--- config.mk ---
export PLATFORM = sky130hd
export DESIGN_NAME = perf_counter_bank
export DESIGN_NICKNAME = d
export VERILOG_FILES = /design/src/rtl/perf_pkg.sv /design/src/rtl/perf_cnt_slice.sv /design/src/rtl/perf_counter_bank.sv
export SDC_FILE = /design/constraint.sdc
export NUM_CORES = 2
export LEC_CHECK = 0
export ABC_AREA = 1
export BUFFER_PORTS_ARGS = -buffer_cell sky130_fd_sc_hd__buf_2
export CELL_PAD_IN_SITES_DETAIL_PLACEMENT = 0
export CELL_PAD_IN_SITES_GLOBAL_PLACEMENT = 1
export CORE_MARGIN = 2
export CORE_UTILIZATION = 42
export CTS_BUF_LIST = sky130_fd_sc_hd__clkbuf_4
export CTS_CLUSTER_SIZE = 8
export DETAILED_ROUTE_END_ITERATION = 8
export PLACE_DENSITY = 0.76
export SYNTH_ARGS = -nofsm -noshare
export SYNTH_HDL_FRONTEND = slang
export SYNTH_SLANG_ARGS = --single-unit
export TNS_END_PERCENT = 30
--- constraint.sdc ---
create_clock -name clk_i -period 2.2 [get_ports clk_i]
set_clock_uncertainty 0.05 [all_clocks]
set_input_delay 0.33 -clock clk_i [delete_from_list [all_inputs] [get_ports clk_i]]
set_output_delay 0.33 -clock clk_i [all_outputs]
set_load 0.02 [all_outputs]
--- src/rtl/perf_pkg.sv ---
// Shared register map, CTRL bit positions and counter-address decode for the
// performance counter bank.
package perf_pkg;

  localparam logic [31:0] CTRL_OFF    = 32'h00;
  localparam logic [31:0] INHIBIT_OFF = 32'h04;
  localparam logic [31:0] OVF_OFF     = 32'h08;
  localparam logic [31:0] IRQ_EN_OFF  = 32'h0C;
  localparam logic [31:0] CNT_BASE    = 32'h10;

  localparam int CTRL_EN_BIT  = 0;
  localparam int CTRL_CLR_BIT = 1;

  typedef struct packed {
    logic       is_lo;
    logic       is_hi;
    logic [4:0] index;
  } cnt_dec_t;

  // Counters occupy 8-byte pairs from CNT_BASE; anything past the last pair is unmapped.
  function automatic cnt_dec_t cnt_decode(input logic [31:0] addr,
                                          input int unsigned num_cnt);
    cnt_dec_t    d;
    logic [31:0] off;
    d   = '0;
    off = '0;
    if (addr >= CNT_BASE) begin
      off = (addr - CNT_BASE) >> 3;
      if (off < num_cnt) begin
        d.index = off[4:0];
        d.is_hi = addr[2];
        d.is_lo = ~addr[2];
      end
    end
    return d;
  endfunction

endpackage

--- src/rtl/perf_cnt_slice.sv ---
// One CNT_W event counter with clear, split 32-bit writes and a wrap pulse.
module perf_cnt_slice #(
  parameter int CNT_W = 64
) (
  input  logic             clk_i,
  input  logic             rst_i,
  input  logic             inc,
  input  logic             wr_lo,
  input  logic             wr_hi,
  input  logic             clr,
  input  logic [31:0]      wdata,
  output logic             ovf_pulse,
  output logic [CNT_W-1:0] value
);

  // Clear beats a write, a write beats an increment.
  always_ff @(posedge clk_i) begin
    if (rst_i || clr) begin
      value <= '0;
    end else if (wr_lo || wr_hi) begin
      if (wr_lo) value[31:0]       <= wdata;
      if (wr_hi) value[CNT_W-1:32] <= wdata[CNT_W-33:0];
    end else if (inc) begin
      value <= value + 1'b1;
    end
  end

  assign ovf_pulse = inc & ~wr_lo & ~wr_hi & ~clr & (&value);

endmodule

--- src/rtl/perf_counter_bank.sv ---
// Bank of NUM_CNT event counters behind a 32-bit MMIO port, with sticky
// overflow flags, a level overflow interrupt and a tear-free LO/HI read shadow.
module perf_counter_bank
  import perf_pkg::*;
#(
  parameter int NUM_CNT = 8,
  parameter int CNT_W   = 64,
  parameter int ADDR_W  = 8
) (
  input  logic               clk_i,
  input  logic               rst_i,
  input  logic [NUM_CNT-1:0] evt_i,
  input  logic               halt_i,
  input  logic               req_valid_i,
  input  logic               req_we_i,
  input  logic [ADDR_W-1:0]  req_addr_i,
  input  logic [31:0]        req_wdata_i,
  output logic               rvalid_o,
  output logic [31:0]        rdata_o,
  output logic               irq_o
);

  localparam int HI_W = CNT_W - 32;

  logic               en;
  logic [NUM_CNT-1:0] inhibit;
  logic [NUM_CNT-1:0] ovf;
  logic [NUM_CNT-1:0] irq_en;
  logic [HI_W-1:0]    shadow;

  logic [31:0]        addr_w;
  logic               rd, wr, clr_all;
  cnt_dec_t           dec;
  logic [NUM_CNT-1:0] inc, ovf_pulse, ovf_w1c;
  logic [CNT_W-1:0]   cnt_val [NUM_CNT];
  logic [CNT_W-1:0]   sel_val;
  logic [31:0]        rd_data;

  assign addr_w  = 32'(req_addr_i) & ~32'h3;
  assign rd      = req_valid_i & ~req_we_i;
  assign wr      = req_valid_i & req_we_i;
  assign dec     = cnt_decode(addr_w, NUM_CNT);
  assign clr_all = wr & (addr_w == CTRL_OFF) & req_wdata_i[CTRL_CLR_BIT];
  assign ovf_w1c = (wr && addr_w == OVF_OFF) ? req_wdata_i[NUM_CNT-1:0] : '0;

  for (genvar i = 0; i < NUM_CNT; i++) begin : g_cnt
    logic hit;
    assign hit    = wr & (dec.index == 5'(i));
    assign inc[i] = en & ~inhibit[i] & ~halt_i & evt_i[i];

    perf_cnt_slice #(.CNT_W(CNT_W)) u_slice (
      .clk_i     (clk_i),
      .rst_i     (rst_i),
      .inc       (inc[i]),
      .wr_lo     (hit & dec.is_lo),
      .wr_hi     (hit & dec.is_hi),
      .clr       (clr_all),
      .wdata     (req_wdata_i),
      .ovf_pulse (ovf_pulse[i]),
      .value     (cnt_val[i])
    );
  end

  always_comb begin
    sel_val = '0;
    for (int k = 0; k < NUM_CNT; k++) begin
      if (dec.index == 5'(k)) sel_val = cnt_val[k];
    end
  end

  // HI reads return the shadow captured by the preceding LO read, never the live count.
  always_comb begin
    rd_data = '0;
    if (addr_w == CTRL_OFF)         rd_data[CTRL_EN_BIT] = en;
    else if (addr_w == INHIBIT_OFF) rd_data = 32'(inhibit);
    else if (addr_w == OVF_OFF)     rd_data = 32'(ovf);
    else if (addr_w == IRQ_EN_OFF)  rd_data = 32'(irq_en);
    else if (dec.is_lo)             rd_data = sel_val[31:0];
    else if (dec.is_hi)             rd_data = 32'(shadow);
  end

  always_ff @(posedge clk_i) begin
    if (rst_i) begin
      en       <= 1'b1;
      inhibit  <= '0;
      ovf      <= '0;
      irq_en   <= '0;
      shadow   <= '0;
      rvalid_o <= 1'b0;
      rdata_o  <= '0;
      irq_o    <= 1'b0;
    end else begin
      rvalid_o <= rd;
      if (rd) begin
        rdata_o <= rd_data;
        if (dec.is_lo) shadow <= sel_val[CNT_W-1:32];
      end
      if (wr && addr_w == CTRL_OFF)    en      <= req_wdata_i[CTRL_EN_BIT];
      if (wr && addr_w == INHIBIT_OFF) inhibit <= req_wdata_i[NUM_CNT-1:0];
      if (wr && addr_w == IRQ_EN_OFF)  irq_en  <= req_wdata_i[NUM_CNT-1:0];
      // A fresh wrap on a bit survives a same-cycle W1C of that bit.
      if (clr_all) ovf <= '0;
      else         ovf <= (ovf & ~ovf_w1c) | ovf_pulse;
      irq_o <= |(ovf & irq_en);
    end
  end

endmodule

# == Word-level counts from Yosys, hierarchy flattened ==
# Index checks and enable logic that the tools add are counted.
# word_totals
inputBits,53
output_inout_bits,34
wordCells,277
regBits,603
# op_classes
n_reduce_logical,50
bitwise_logic,116
eq_ne,26
add_sub_neg,9
magnitude_cmp,2
n_mux,50
# ops
operator,count
$mux 64,24
$mux 32,21
$add 64x1->64 const B,8
$reduce_and 64->1,8
$and 1x1->1,84
$reduce_and 2->1,17
$logic_not 32->1,1
$ne 2x1->1 const B,16
$mux 31,1
$lt 29x4->1 const B,1
$not 1->1,28
$eq 5x3->1 const B,4
$and 8x8->8,2
$reduce_bool 2->1,8
$mux 7,2
$eq 6x2->1 const B,2
$eq 5x2->1 const B,2
$logic_or 1x1->1,9
$sub 8x5->9 const B,1
$ge 8x5->1 const B,1
$mux 8,1
$not 8->8,1
$or 8x8->8,1
$reduce_or 8->1,1
other kinds (6),9

# == Depth between registers and ports, before layout ==
# depth
ltp_word,18
depth_mapped,21
mapped_depth_nobuf,20

# == Modules after synthesis ==
# From an unflattened synthesis, not the netlist that was laid out.
# unflattened
cells_unflattened,7924
area_unflattened_um2,46592.2
# by_module_without_submodules
mod,n_inst,cells_each,area_each_um2,seq_area_each_um2
perf_cnt_slice,8,819,4867.2,1281.2
perf_counter_bank,1,1372,7654.8,1821.7

# == Worst setup path before layout ==
# No wires, ideal clock.
# synth_timing
path_type,input port to flip-flop
start,in req_addr_i[4]
end,reg g_cnt[0].u_slice.value[55]
arrival_time_ps,2229
t_required_ps,2026
path_stages,12
setup_slack_ps,-203
setup_time_ps,124
path_buffers,3
path_cell_list,inv_2 > ha_1 > buf_2 > inv_1 > o31ai_4 > nand2_1 > inv_1 > nand2_1 > nand2_1 > clkbuf_1 > buf_2 > a31oi_1
# synth_between
elab_chain_cells,10
elab_cells_between_ends,18
cone_classes,1 x add/sub; 2 x order compare; 1 x eq/ne; 3 x mux; 5 x bitwise; 6 x reduce/logical
# synth_lines
item,line,rtl
from (decl),perf_counter_bank.sv:16,"input logic [ADDR_W-1:0] req_addr_i,"
$sub 8x5->9,perf_pkg.sv:28,off = (addr - CNT_BASE) >> 3;
$lt 29x4->1,perf_pkg.sv:29,if (off < num_cnt) begin
$mux 7,perf_pkg.sv:29,
$mux 7,perf_pkg.sv:27,if (addr >= CNT_BASE) begin
$logic_not 5->1,perf_counter_bank.sv:48,assign hit = wr & (dec.index == 5'(i));
$and 1x1->1,perf_counter_bank.sv:48,
"$and 1x1->1, on equally long branches","perf_counter_bank.sv:55, perf_counter_bank.sv:56",
$logic_or 1x1->1,perf_cnt_slice.sv:20,end else if (wr_lo || wr_hi) begin
$ne 2x1->1 (no source line) or $reduce_bool 2->1 (tied branches),n/a,
$reduce_and 2->1 (no source line),n/a,
"to (signal, indexed assignment)",perf_cnt_slice.sv:22,if (wr_hi) value[CNT_W-1:32] <= wdata[CNT_W-33:0];
to (signal assigned),perf_cnt_slice.sv:24,value <= value + 1'b1;
to (decl),perf_cnt_slice.sv:13,output logic [CNT_W-1:0] value
# Parallel ways exist; a longest one is shown, timed or not.
# A chain may end at the register's enable or synchronous reset.

# == Worst setup path in the final report ==
# layout_timing
start,reg g_cnt[2].u_slice.value[0]
end,reg g_cnt[2].u_slice.value[58]
# layout_between
elab_chain_cells,3
# layout_lines
item,line,rtl
from (decl),perf_cnt_slice.sv:13,
from (signal assigned),perf_cnt_slice.sv:21,if (wr_lo) value[31:0] <= wdata;
"from (signal, indexed assignment)",perf_cnt_slice.sv:22,
from (signal assigned),perf_cnt_slice.sv:24,
$add 64x1->64,perf_cnt_slice.sv:24,
$mux 64,perf_cnt_slice.sv:23,end else if (inc) begin
$mux 64,perf_cnt_slice.sv:20,
# No other way between the ends. The select of a mux whose other input is x is not followed.

==> flow_summary.html <==
<table>
<tr><th>Metric</th><th>Value</th></tr>
<tr><th colspan="2">Setup path</th></tr>
<tr><td>Path depth of the worst reg2reg path</td><td>14</td></tr>
<tr><td>Required @ worst endpoint</td><td>3.28 ns</td></tr>
<tr><td>Slowest cell delay on critical path</td><td>0.36 ns</td></tr>
<tr><td>Crit path kind</td><td>reg2reg</td></tr>
<tr><td>Nature of the critical path startpoint</td><td>flip-flop</td></tr>
<tr><td>Number of buffers and inverters on the critical path</td><td>1</td></tr>
<tr><td>Cell family with the largest share of critical-path delay</td><td>simple AND/OR/NAND/NOR gates</td></tr>
<tr><td>Crit end category</td><td>flip-flop</td></tr>
<tr><td>Data arrival, critical path</td><td>3.56 ns</td></tr>
<tr><td>Maximum fanout along the worst path</td><td>3</td></tr>
<tr><td>Stages on the worst setup path</td><td>14</td></tr>
<tr><td>Critical Path Most Common Cell</td><td>sky130_fd_sc_hd__nor2_4</td></tr>
<tr><td>Critical path's slowest cell</td><td>sky130_fd_sc_hd__dfxtp_2</td></tr>
<tr><td>Series of cell instances along the critical path</td><td>ha_4 -&gt; nand2_4 -&gt; nor2_4 -&gt; nand2_2 -&gt; nor2_4 -&gt; nand2_2 -&gt; nor2_4 -&gt; nand4_1 -&gt; nor2_1 -&gt; buf_4 -&gt; nand4_1 -&gt; xor2_1 -&gt; a21oi_1 -&gt; a21oi_1</td></tr>
<tr><th colspan="2">CTS</th></tr>
<tr><td>TritonCTS clock tree</td><td>yes</td></tr>
<tr><td>Library cell used as clock root buffer</td><td>sky130_fd_sc_hd__clkbuf_4</td></tr>
<tr><td>Clk buf depth</td><td>3</td></tr>
<tr><td>Clk sinks</td><td>roughly 600</td></tr>
<tr><td>Maximum level of the CTS H-tree</td><td>4</td></tr>
<tr><td>Worst skew pair latency</td><td>1.23 ns</td></tr>
<tr><td>Inserted Clock Buffers</td><td>between 150 and 200</td></tr>
<tr><td>CTS clock-pin slew for the worst setup and hold paths</td><td>approximately 0.07 ns</td></tr>
<tr><th colspan="2">Route</th></tr>
<tr><td>Top Metal Used</td><td>met5</td></tr>
<tr><td>Residual antenna-violating net count after detailed routing</td><td>0</td></tr>
<tr><td>Total met2 wirelength after detailed routing</td><td>101.7 mm</td></tr>
<tr><td>Ratio of routed vias to standard cells</td><td>about 6.0</td></tr>
<tr><td>Initial DRC Count</td><td>around 8600</td></tr>
<tr><td>Met1 wire length</td><td>~110 mm</td></tr>
<tr><td>Initial DRT Pass Iterations</td><td>7</td></tr>
<tr><td>Routed wire length</td><td>between 200 and 300 mm</td></tr>
<tr><td>Overall via count from detail_route</td><td>~60000</td></tr>
<tr><td>Average routed wire per standard cell</td><td>27.43 um</td></tr>
<tr><td>DRC Markers</td><td>0</td></tr>
<tr><td>Met3 Wirelength</td><td>41.30 mm</td></tr>
<tr><th colspan="2">STA</th></tr>
<tr><td>Final worst path period share</td><td>1.129</td></tr>
<tr><td>Setup Viol. Count Final</td><td>156</td></tr>
<tr><td>Final Slew Violations</td><td>0</td></tr>
<tr><td>Max Freq</td><td>402.5 MHz</td></tr>
<tr><td>Hold Violations, Final</td><td>0</td></tr>
<tr><td>Worst Hold Slack</td><td>~0.074 ns</td></tr>
<tr><td>Worst max-slew margin expressed relative to the limit</td><td>0.3378</td></tr>
<tr><td>Shortest period the worst path allows</td><td>about 2.5 ns</td></tr>
<tr><td>Setup slack after layout</td><td>-0.2843 ns</td></tr>
<tr><td>Unrepaired setup endpoints after global routing</td><td>yes</td></tr>
<tr><td>Slew at the pin closest to its max-slew limit</td><td>roughly 0.99 ns</td></tr>
<tr><th colspan="2">Final layout</th></tr>
<tr><td>Total Nets Final</td><td>between 8000 and 9000</td></tr>
<tr><td>Final core utilization</td><td>0.6217</td></tr>
<tr><td>Signed area change from the synthesized netlist to the final layout</td><td>46.89%</td></tr>
<tr><td>Ratio of cells with drive above 1 in the final layout</td><td>0.3063</td></tr>
<tr><td>Number of fill cells in the layout</td><td>between 9000 and 10000</td></tr>
<tr><td>Fin cells</td><td>slightly below 10000</td></tr>
<tr><th colspan="2">Floorplan</th></tr>
<tr><td>Chip Width</td><td>around 320 um</td></tr>
<tr><td>Area enclosed by the die boundary</td><td>around 100000 sq um</td></tr>
<tr><td>Starting Density</td><td>0.4233</td></tr>
<tr><td>Std-Cell Core Area</td><td>around 100000 sq um</td></tr>
<tr><td>Number of primary I/O pins</td><td>between 80 and 90</td></tr>
<tr><td>Core Rows</td><td>between 100 and 150</td></tr>
<tr><td>Floorplan die height</td><td>roughly 320 um</td></tr>
<tr><th colspan="2">GRT</th></tr>
<tr><td>Total GRT Usage</td><td>0.5019</td></tr>
<tr><td>Vias in the first global route</td><td>roughly 53000</td></tr>
<tr><td>GRT overflow</td><td>0</td></tr>
<tr><td>Global-route wire length before repair</td><td>~370 mm</td></tr>
<tr><td>Pin count of the biggest net entering global routing</td><td>between 50 and 60</td></tr>
<tr><td>Initial antenna violation count</td><td>26</td></tr>
<tr><th colspan="2">Synthesis</th></tr>
<tr><td>Synth Register Bits</td><td>603</td></tr>
<tr><td>Synth top area share</td><td>0.2856</td></tr>
<tr><td>Syn. warnings</td><td>0</td></tr>
<tr><td>Number of instances in the synthesized netlist</td><td>between 6000 and 7000</td></tr>
<tr><td>Register area share after synthesis</td><td>0.2856</td></tr>
<tr><td>Cell area after synthesis</td><td>42270 sq um</td></tr>
<tr><td>Yosys top cell by area</td><td>sky130_fd_sc_hd__dfxtp_1</td></tr>
<tr><td>Syn_area_per_cell</td><td>about 6.3 sq um</td></tr>
<tr><td>Cell variety after synth</td><td>64</td></tr>
<tr><td>Number of nets produced by synthesis</td><td>6808</td></tr>
<tr><td>Main area contributors after synthesis</td><td>sky130_fd_sc_hd__dfxtp_1 (29%), sky130_fd_sc_hd__nand2_1 (14%), sky130_fd_sc_hd__xor2_1 (6.9%), sky130_fd_sc_hd__nor2_1 (6.8%), sky130_fd_sc_hd__o21ai_0 (6.5%)</td></tr>
<tr><th colspan="2">Outcome</th></tr>
<tr><td>Violations in the final reports</td><td>negative setup slack</td></tr>
<tr><td>Result of the run</td><td>finished, violations left</td></tr>
<tr><th colspan="2">Run</th></tr>
<tr><td>Max Cap Violations</td><td>0</td></tr>
<tr><th colspan="2">Place</th></tr>
<tr><td>Number of placed instances, taps included</td><td>approximately 9300</td></tr>
<tr><td>GPL Wtd Cong</td><td>roughly 1.1</td></tr>
<tr><td>Total of buffers placed on input and output ports</td><td>84</td></tr>
<tr><td>Detailed Place HPWL</td><td>approximately 210 mm</td></tr>
<tr><th colspan="2">Power and ir drop</th></tr>
<tr><td>Share of total power consumed by net switching</td><td>0.3604</td></tr>
<tr><td>Power per Cell Area</td><td>501.4 nW/um^2</td></tr>
<tr><td>Register share of total power</td><td>0.396</td></tr>
<tr><td>Leakage component of the power</td><td>about 26 nW</td></tr>
<tr><td>NetSw</td><td>between 10 and 15 mW</td></tr>
<tr><td>Worst IR drop on VDD</td><td>0.0004028 V</td></tr>
<tr><td>Combinational power share</td><td>0.232</td></tr>
<tr><td>Power Internal</td><td>~20 mW</td></tr>
<tr><td>Fraction of power consumed by the clock network</td><td>0.372</td></tr>
<tr><td>Post-layout power</td><td>between 30 and 40 mW</td></tr>
<tr><th colspan="2">Worst hold path</th></tr>
<tr><td>Path type of the worst min-delay path</td><td>in2reg</td></tr>
<tr><td>Hold-critical path depth</td><td>8</td></tr>
</table>
[registers in the layout (all words and copies together), names as in the netlist]
signal and count:
en 1, g_cnt.u_slice.value 512, rdata_o 32, shadow 32
rvalid_o 1, irq_o 1, ovf 8, irq_en 8
inhibit 8
[cell usage in the layout, fill, tap and decap left out, drive strengths merged, types with 9 or more instances in the layout]
cell type and n:
buf 1775, nand2 1548, nor2 814, inv 758
dfxtp 603, o21ai 569, a21oi 405, xor2 335
a31oi 325, nor3 309, clkbuf 260, nand4 217
nand3 140, nor4 65, xnor2 55, clkinv 54
dlygate4sd3 52, a211oi 43, o2111ai 39, a221oi 35
diode 24, o22ai 18, or2 16, o31ai 15
o221ai 14, nand3b 14, nor3b 12, and3 10
ha 10, a311oi 9
[cell families (layout without fill, tap and decap cells)]
logic type / count (synthesis) / in the layout / synth area share
and+or+nand+nor: 3159 / 3159 / 0.3258
adders and majority gates: 10 / 10 / 0.002960
xor gates and xnor gates: 390 / 390 / 0.08082
DFF: 603 / 603 / 0.2856
other: 0 / 24 / 0
buffers and inverters: 1098 / 2904 / 0.1029
AOI/OAI and AO/OA: 1485 / 1485 / 0.2019
[stage by stage]
| step | TNS [ns] | setup WS, ns | cell area [sq um] |
|---|---|---|---|
| global route | -42.04 | -0.4151 | 62040 |
| floorplan | -0.03065 | -0.02356 | 42340 |
| finish | -15.79 | -0.2843 | 62080 |
| detailed placement | -234.72 | -0.8255 | 55180 |
| global placement | -225.26 | -0.8651 | 55180 |
| CTS | -11.99 | -0.2531 | 60270 |
[synth_stat cells (all sizes together)]
| cell type | number |
|---|---|
| buf | 142 |
| o211ai | 7 |
| o221ai | 14 |
| a221oi | 35 |
| o2111ai | 39 |
| a211oi | 43 |
| a311oi | 9 |
| and2 | 5 |
| o311ai | 1 |
| o21bai | 1 |
| dfxtp | 603 |
| nand2 | 1548 |
| nor3 | 309 |
| nand3 | 140 |
| or3b | 1 |
| inv | 755 |
| o31ai | 15 |
| a31oi | 325 |
| clkinv | 5 |
| ha | 10 |
| nor2 | 814 |
| clkbuf | 196 |
| o22ai | 18 |
| nand3b | 14 |
| nand4 | 217 |
| nor3b | 12 |
| xnor2 | 55 |
| a21oi | 405 |
| o21a | 2 |
| a22o | 2 |
| xor2 | 335 |
| or4 | 2 |
| or2 | 16 |
| or3 | 6 |
| o21ai | 569 |
| and3 | 10 |
| nor4 | 65 |
[area by class of cell]
class | instances | area (sq um) | share of cell area
sequential | 603 | 12160 | 0.1958
multi-input combinational | 5044 | 28120 | 0.4530
clock inverter | 57 | 315.3 | 0.005079
antenna | 24 | 60.06 | 0.0009674
clock buffer | 258 | 1937 | 0.03120
tap | 1298 | 1624 | 0.02616
inverter | 760 | 2903 | 0.04676
timing repair buffer | 1829 | 14970 | 0.2411
[per-layer routing]
layer / track usage / up-vias
met5: 0.02364 / -
met1: 0.6751 / 27854
met4: 0.3336 / 26
met2: 0.6639 / 4335
li1: - / 26134
met3: 0.1754 / 959
[power groups by stage]
stage / Sequential [mW] / Combinational [mW] / Clock [mW]
finish: 12.3 / 7.23 / 11.6
global route: 12.4 / 7.38 / 12.1
CTS: 12.2 / 6.69 / 11.5
detailed placement: 12.5 / 6.50 / 0
global placement: 12.4 / 6.43 / 0
floorplan: 12.4 / 2.64 / 0
[worst min-delay path, delay by kind of cell]
kind | cells | cell delay [ns]
buffers and inverters | 4 | 0.52
adders and majority gates | 1 | 0.21
and+or+nand+nor | 1 | 0.08
AOI/OAI and AO/OA | 2 | 0.12
[path summary, 6_finish.rpt]
path / start / endpoint / slack (ns)
setup / recovery: g_cnt[2].u_slice.value[0] / g_cnt[2].u_slice.value[58] / -0.28
hold / removal: req_addr_i[5] / rdata_o[30] / 0.07
setup reg to reg: g_cnt[2].u_slice.value[0] / g_cnt[2].u_slice.value[58] / -0.28
hold reg to reg: rdata_o[27] / rdata_o[27] / 0.41
[timing repair]
action / CTS / global route
buffers inserted: 121 / 96
setup endpoints to repair: 249 / 443
pin swaps: 157 / 254
hold endpoints to repair: 592 / 0
gates cloned: 0 / 1
resized for setup: 379 / 311
hold buffers: 53 / 0
Note: power is estimated with default switching activity, not from simulation.
